File: src/rtl/fetch_stage.sv
// RV32I instruction-fetch stage: PC, credit-limited memory requests, in-order {pc, word} FIFO.
// Optional FETCH_BYPASS_EN: a response into an empty FIFO is shown on if_* in the same cycle.
module fetch_stage #(
   parameter logic [31:0] RESET_PC   = 32'h0000_0000,
   parameter int unsigned FIFO_DEPTH = 4
) (
   input  logic        clk,
   input  logic        reset_n,
   output logic        imem_req_valid,
   input  logic        imem_req_ready,
   output logic [31:0] imem_req_addr,
   input  logic        imem_rsp_valid,
   input  logic [31:0] imem_rsp_data,
   input  logic        redirect_valid,
   input  logic [31:0] redirect_pc,
   output logic        if_valid,
   input  logic        id_ready,
   output logic [31:0] if_instruction,
   output logic [31:0] if_pc
);

   localparam int unsigned CW = $clog2(FIFO_DEPTH + 1);
   localparam int unsigned PW = $clog2(FIFO_DEPTH);
   localparam logic [CW:0] DEPTH_W = (CW + 1)'(FIFO_DEPTH);
   localparam logic [CW-1:0] DEPTH_C = CW'(FIFO_DEPTH);

   logic [31:0]   fetch_pc_q, fetch_pc_d;
   logic [CW-1:0] count_q, count_d;
   logic [CW-1:0] inflight_q, inflight_d;
   logic [CW-1:0] drop_q, drop_d;
   logic [PW-1:0] wr_ptr_q, wr_ptr_d, rd_ptr_q, rd_ptr_d;
   logic [PW-1:0] tag_wr_q, tag_wr_d, tag_rd_q, tag_rd_d;
   logic [31:0]   fifo_pc_q [FIFO_DEPTH];
   logic [31:0]   fifo_pc_d [FIFO_DEPTH];
   logic [31:0]   fifo_word_q [FIFO_DEPTH];
   logic [31:0]   fifo_word_d [FIFO_DEPTH];
   logic [31:0]   tag_q [FIFO_DEPTH];
   logic [31:0]   tag_d [FIFO_DEPTH];

   logic [CW:0] used;
   logic        accept;
   logic        rsp_keep;
   logic        head_valid;
   logic        bypass;
   logic        push;
   logic        pop;
   logic        unused_redirect_lsb;

   assign unused_redirect_lsb = ^redirect_pc[1:0];

   // Credits cover both buffered words and words still owed by memory.
   assign used           = {1'b0, count_q} + {1'b0, inflight_q};
   assign imem_req_valid = reset_n && (used < DEPTH_W);
   assign imem_req_addr  = fetch_pc_q;
   assign accept         = imem_req_valid && imem_req_ready;
   assign rsp_keep       = imem_rsp_valid && (drop_q == '0) && !redirect_valid;
   assign head_valid     = (count_q != '0);

`ifdef FETCH_BYPASS_EN
   assign bypass = rsp_keep && !head_valid;
`else
   assign bypass = 1'b0;
`endif

   assign pop  = head_valid && id_ready;
   assign push = rsp_keep && !(bypass && id_ready);

   always_comb begin
      if_valid       = head_valid || bypass;
      if_pc          = 32'h0;
      if_instruction = 32'h0;
      if (head_valid) begin
         if_pc          = fifo_pc_q[rd_ptr_q];
         if_instruction = fifo_word_q[rd_ptr_q];
      end else if (bypass) begin
         if_pc          = tag_q[tag_rd_q];
         if_instruction = imem_rsp_data;
      end
   end

   always_comb begin
      fetch_pc_d  = fetch_pc_q;
      wr_ptr_d    = wr_ptr_q;
      rd_ptr_d    = rd_ptr_q;
      tag_wr_d    = tag_wr_q;
      tag_rd_d    = tag_rd_q;
      fifo_pc_d   = fifo_pc_q;
      fifo_word_d = fifo_word_q;
      tag_d       = tag_q;
      drop_d      = drop_q;

      if (accept) begin
         fetch_pc_d = fetch_pc_q + 32'd4;
         if (!redirect_valid) begin
            tag_d[tag_wr_q] = fetch_pc_q;
            tag_wr_d        = tag_wr_q + PW'(1);
         end
      end
      if (rsp_keep) begin
         tag_rd_d = tag_rd_q + PW'(1);
      end
      if (push) begin
         fifo_pc_d[wr_ptr_q]   = tag_q[tag_rd_q];
         fifo_word_d[wr_ptr_q] = imem_rsp_data;
         wr_ptr_d              = wr_ptr_q + PW'(1);
      end
      if (pop) begin
         rd_ptr_d = rd_ptr_q + PW'(1);
      end

      count_d    = count_q + CW'(push) - CW'(pop);
      inflight_d = inflight_q + CW'(accept) - CW'(imem_rsp_valid);
      if (imem_rsp_valid && (drop_q != '0)) begin
         drop_d = drop_q - CW'(1);
      end

      // Everything still owed by memory after this edge belongs to the old path.
      if (redirect_valid) begin
         fetch_pc_d = {redirect_pc[31:2], 2'b00};
         count_d    = '0;
         wr_ptr_d   = '0;
         rd_ptr_d   = '0;
         tag_wr_d   = '0;
         tag_rd_d   = '0;
         drop_d     = inflight_d;
      end
   end

   always_ff @(posedge clk) begin
      if (!reset_n) begin
         fetch_pc_q <= RESET_PC;
         count_q    <= '0;
         inflight_q <= '0;
         drop_q     <= '0;
         wr_ptr_q   <= '0;
         rd_ptr_q   <= '0;
         tag_wr_q   <= '0;
         tag_rd_q   <= '0;
         for (int unsigned i = 0; i < FIFO_DEPTH; i++) begin
            fifo_pc_q[i]   <= '0;
            fifo_word_q[i] <= '0;
            tag_q[i]       <= '0;
         end
      end else begin
         fetch_pc_q  <= fetch_pc_d;
         count_q     <= count_d;
         inflight_q  <= inflight_d;
         drop_q      <= drop_d;
         wr_ptr_q    <= wr_ptr_d;
         rd_ptr_q    <= rd_ptr_d;
         tag_wr_q    <= tag_wr_d;
         tag_rd_q    <= tag_rd_d;
         fifo_pc_q   <= fifo_pc_d;
         fifo_word_q <= fifo_word_d;
         tag_q       <= tag_d;
      end
   end

   full_push_a: assert property (@(posedge clk) disable iff (!reset_n)
      !(push && (count_q == DEPTH_C)));

endmodule

File: config.mk
export PLATFORM = sky130hd
export DESIGN_NAME = fetch_stage
export DESIGN_NICKNAME = d
export VERILOG_FILES = /design/src/rtl/fetch_stage.sv
export SDC_FILE = /design/constraint.sdc
export NUM_CORES = 1
export LEC_CHECK = 0
export ABC_AREA = 1
export BUFFER_PORTS_ARGS = -buffer_cell sky130_fd_sc_hd__buf_2
export CAP_MARGIN = 15
export CORE_MARGIN = 8
export CORE_UTILIZATION = 54
export DETAILED_ROUTE_END_ITERATION = 16
export GPL_ROUTABILITY_DRIVEN = 0
export HOLD_SLACK_MARGIN = 0.03
export PLACE_DENSITY = 0.73
export SYNTH_ARGS = -nofsm -noshare
export SYNTH_HDL_FRONTEND = slang
export SYNTH_SLANG_ARGS = --single-unit
File: constraint.sdc
create_clock -name clk -period 2.6 [get_ports clk]
set_clock_uncertainty 0.2 [all_clocks]
set_input_delay 0.52 -clock clk [delete_from_list [all_inputs] [get_ports clk]]
set_output_delay 0.52 -clock clk [all_outputs]
set_load 0.005 [all_outputs]
; ---- After elaboration in Yosys (flattened, before gate mapping)
; Index checks and enable logic that the tools add are counted.
[word_totals]
out_inout_bits = 98
in_bits = 70
register_bits = 433
[op_classes]
magnitude_cmp = 7
n_mux = 22
reduce_logical = 16
addsub = 11
n_bitwise = 6
[ops]
columns = operator, count
row1 = 128-bit bitwise mux, 3
row2 = 32-bit 2-to-1 mux, 12
row3 = 32-bit binary-select mux with 2-bit select, 3
row4 = 32-bit demux with 2-bit select, 2
row5 = "32-bit by 3-bit adder with 32-bit output, second input constant", 1
row6 = "3-bit >= comparator, second input constant", 4
row7 = 2-bit inverter with 3-bit output, 4
row8 = "2-bit by 1-bit adder with 2-bit output, second input constant", 4
row9 = 1-bit logical AND, 8
row10 = 3-bit by 1-bit adder with 3-bit output, 2
row11 = "3-bit by 1-bit < comparator with 1-bit output, second input constant", 2
row12 = 3-bit 2-to-1 mux, 2
row13 = 3-bit nonzero test, 2
row14 = 3-bit by 1-bit subtractor with 3-bit output, 2
row15 = 3-bit by 3-bit adder with 4-bit output, 1
row16 = "4-bit by 3-bit < comparator with 1-bit output, second input constant", 1
row17 = 2-bit nonzero test, 2
row18 = 3-bit logical NOT, 1
row19 = "3-bit by 1-bit subtractor with 3-bit output, second input constant", 1
row20 = 1-bit inverter, 2
row21 = 2-bit AND reduction, 1
row22 = 2-bit OR reduction, 1
row23 = 1-bit logical NOT, 1

; ---- Longest topological paths before layout
[logic_depth]
ltp_word = 7
mapped_depth = 16

; ---- Least setup slack after synthesis
; Ideal clock, no wire load.
[synth_path]
path_kind = reg2reg
startpoint = register count_q[2]
endpoint = register drop_q[2]
setup_ns = 0.059
arrival_time_ns = 2.430
synth_period_minus_slack_ns = 2.689
stages_incl_launch_ff = 17
setup_slack_ns = -0.089
n_path_buf = 0
t_required_ns = 2.341
cell_sequence = dfxtp_1 > ha_1 > inv_1 > nand2_1 > nor2_4 > nand3_2 > ha_1 > inv_1 > ha_1 > inv_1 > fa_1 > xnor2_1 > xnor2_1 > inv_1 > o21ai_0 > nand2_1 > nand2_1
[synth_between]
elab_chain_cells = 7
[synth_rtl]
columns = element, line_no
row1 = start: declaration, 28  ; logic [CW-1:0] count_q, count_d;
row2 = start signal: assignment, 146  ; count_q <= count_d;
row3 = 3-bit by 3-bit adder with 4-bit output, 52  ; assign used = {1'b0, count_q} + {1'b0, inflight_q};
row4 = 4-bit by 3-bit < comparator with 1-bit output, 53  ; assign imem_req_valid = reset_n && (used < DEPTH_W);
row5 = 1-bit logical AND, 53
row6 = 1-bit logical AND, 55  ; assign accept = imem_req_valid && imem_req_ready;
row7 = 3-bit by 1-bit adder with 3-bit output, 112  ; inflight_d = inflight_q + CW'(accept) - CW'(imem_rsp_valid);
row8 = 3-bit by 1-bit subtractor with 3-bit output, 112
row9 = 3-bit 2-to-1 mux, 118  ; if (redirect_valid) begin
row10 = end signal: assignment, 148  ; drop_q <= drop_d;
row11 = end: declaration, 30  ; logic [CW-1:0] drop_q, drop_d;
; Every way passes these cells.
; A chain may end at the register's enable or synchronous reset.

; ---- Final worst setup path
[layout_path]
startpoint = register rd_ptr_q[0]
endpoint = output port if_instruction[25]
[layout_between]
elab_chain_cells = 5
[layout_rtl]
columns = element, line_no
row1 = start: declaration, 31  ; logic [PW-1:0] wr_ptr_q, wr_ptr_d, rd_ptr_q, rd_ptr_d;
row2 = start signal: assignment, 150  ; rd_ptr_q <= rd_ptr_d;
row3 = 2-bit inverter with 3-bit output (not written as such), 74  ; if_instruction = fifo_word_q[rd_ptr_q];
row4 = 32-bit binary-select mux with 2-bit select, 74
row5 = 32-bit 2-to-1 mux (not written as such) (2 in series), 74
row6 = 32-bit 2-to-1 mux, 72  ; if (head_valid) begin
row7 = end: declaration, 18  ; output logic [31:0] if_instruction,
; Every way passes these cells. The select of a mux whose other input is x is not followed.

==> results.sh <==
export IMPL_status="finished with violations"
export IMPL_violations="setup timing"
export IMPL_met2_usage_pct=43.9
export IMPL_critical_path_class="reg2out"
export IMPL_dp_slack_ns=-0.0282
export IMPL_fp_dieArea_sq_um=39500
export IMPL_avgSynthCellArea_sq_um=7.26
export IMPL_setup_viol=14
export IMPL_dpl_cell_area_sq_um=19300
export IMPL_worstPathRequired_ns=1.88
export IMPL_finalPower_w=0.0149
export IMPL_cts_hold_buf=0
export IMPL_synthArstFlopShare_pct=0
export IMPL_layout_common_cells="a21oi_1, dfxtp_1, nand2_1, o21ai_0, inv_1"
export IMPL_grt_pass1_wl_mm=83.5
export IMPL_root_buffer="clkbuf_16"
export IMPL_pin_count=168
export IMPL_synth_cells=2488
export IMPL_period_minus_slack_ns=2.69
export IMPL_drv_cap=0
export IMPL_numCtsBuffers=45
export IMPL_drtAntennaViolNets=0
export IMPL_synth_top_flop_cell="dfxtp_1"
export IMPL_cp_max_fo=7
export IMPL_setup_ws_ns=-0.0874
export IMPL_core_sq_um=33200
export IMPL_hold_path_class="in2reg"
export IMPL_cts_path_max_buffers=3
export IMPL_wl_per_cell_um=18.0
export IMPL_synth_cell_types=34
export IMPL_h_tree_depth=2
export IMPL_rows=67
export IMPL_p_per_area_nw_per_um2=691
export IMPL_final_cell_area_sq_um=21600
export IMPL_nNetsFinal=2669
export IMPL_worstMarginPinSlew_ns=1.23
export IMPL_start_util_pct=54.4
export IMPL_finalMaxSlewViolations=0
export IMPL_gr_usage_met3_pct=3.70
export IMPL_syn_area_sq_um=18100
export IMPL_max_freq_ghz=0.372
export IMPL_overflow=0
export IMPL_register_area_sq_um=8320
export IMPL_yosysWarningCount=0
export IMPL_clk_pin_slew_ns=0.06
export IMPL_use_met1_pct=31.8
export IMPL_antenna_found_initial=2
export IMPL_cts_sinks=415
export IMPL_area_growth_pct=19.7
export IMPL_multi_input_area_sq_um=8560
export IMPL_final_common_cell="a21oi_1"
export IMPL_hold_ws_ns=0.0536
export IMPL_cts_tree="yes"
export IMPL_drtIter0Drc=1636
export IMPL_tns_ns=-0.526
export IMPL_reg2reg_depth=16
export IMPL_synth_edf_count=0
export IMPL_routed_via_density=5.79
export IMPL_vdd_drop_max_uv=579
export IMPL_grt_max_degree=311
export IMPL_n_fill_cell=2830
export IMPL_dieWidth_um=199
export IMPL_critPathLaunchType="flip-flop"
export IMPL_drtPass1Iterations=6
export IMPL_worstHoldPathCells=3
export IMPL_cp_end_kind="primary output"
export IMPL_rsz0062_at_grt="yes"
export IMPL_clk_latency_ns=0.54
export IMPL_post_dp_hpwl_mm=30.7
export IMPL_hold_violations=0
export IMPL_grt_pass1_vias=16400
export IMPL_drc=0
export IMPL_fin_crit_sh_pct=103
export IMPL_track_usage_pct=25.5
export IMPL_io_buffers=161
export IMPL_n_antenna_cell=0
export IMPL_crit_arrival_ns=1.97
export IMPL_vias=17700
export IMPL_drive_gt1_share_pct=15.6
export IMPL_routed_wl_mm=54.9
export IMPL_die_h_um=199
export IMPL_top_usage_layer="met2"
export IMPL_relSlewSlack_pct=18.0
export IMPL_p_leak_nw=8.09
export IMPL_synth_seq_cells=415
export IMPL_ys_seq_area_share_pct=46.0
==> cells by family (layout without fill, tap and decap cells) <==
kind of cell / count (synthesis) / count (layout) / synth area share (%)
AO/OA/AOI/OAI: 1064 / 1064 / 30.4
XOR/XNOR: 14 / 14 / 0.679
adder cells (fa/ha/maj): 19 / 19 / 1.40
buffers and inverters: 387 / 506 / 8.66
flip-flops: 415 / 415 / 46.0
other: 1 / 4 / 0.0208
AND/OR/NAND/NOR: 588 / 588 / 12.8
==> where the power goes <==
group	internal (W)	switching (W)
combinational	0.000674	0.00115
sequential	0.00660	0.000147
clock	0.00381	0.00254
==> critical path: stages, from the launching register on <==
cell,delay (ns)
dfxtp_4,0.44
clkinv_8,0.12
buf_4,0.16
clkbuf_16,0.15
a21oi_2,0.10
o21ai_1,0.07
a21oi_1,0.22
buf_2,0.16
==> synthesized netlist by cell type (5+ instances only) <==
cell type	n	area, sq um
a21oi_1	560	2800
o21ai_0	419	2100
dfxtp_1	415	8310
nand2_1	370	1390
inv_1	178	668
nor2_1	178	668
clkbuf_1	109	409
buf_2	66	330
o21ai_1	44	220
nand3_1	26	130
a32o_1	25	250
ha_1	17	213
buf_1	14	52.6
xor2_1	12	105
inv_2	8	30.0
buf_4	7	52.6
a31oi_1	5	31.3
nor2_2	5	31.3
==> area by class of cell <==
type | instances | share of cell area, %
multi-input combinational | 1689 | 39.6
tap | 448 | 2.59
inverter | 190 | 3.37
timing repair buffer | 239 | 9.11
clock buffer | 66 | 6.13
sequential | 415 | 38.5
clock inverter | 11 | 0.649
==> timing repair <==
action / 4_1_cts / 5_1_grt
resized for setup: 28 / 149
pin swaps: 9 / 49
endpoints found under the setup margin: 63 / 66
setup buffers: 3 / 10
gates cloned: 3 / 12
==> path summary, 6_finish.rpt <==
path / startpoint / to / slack [ns]
hold / removal: imem_rsp_data[22] / fifo_word_q[118] / 0.05
hold reg to reg: fifo_word_q[72] / fifo_word_q[72] / 0.25
setup reg to reg: inflight_q[2] / drop_q[2] / 0.12
setup / recovery: rd_ptr_q[0] / if_instruction[25] / -0.09
==> metrics by stage <==
stage	utilization, %	cells
after floorplan	-	2491
after global placement	58.0	2954
after detailed placement	58.0	2954
after CTS	63.1	3037
after global routing	65.1	3058
final	65.1	3058
==> layer usage <==
metal | share of wire [%] | vias to the layer above
li1 | - | 8539
met1 | 40 | 8284
met2 | 48 | 732
met3 | 7.6 | 135
met4 | 3.7 | 2
met5 | 0.027 | -
==> state kept, by name (all words and copies together), names as in the netlist <==
register and flops:
inflight_q 3, tag_rd_q 2, drop_q 3, tag_wr_q 2
wr_ptr_q 2, count_q 3, imem_req_addr 30, tag_q 120
fifo_pc_q 120, fifo_word_q 128, rd_ptr_q 2
(Power assumes the default switching activity.)
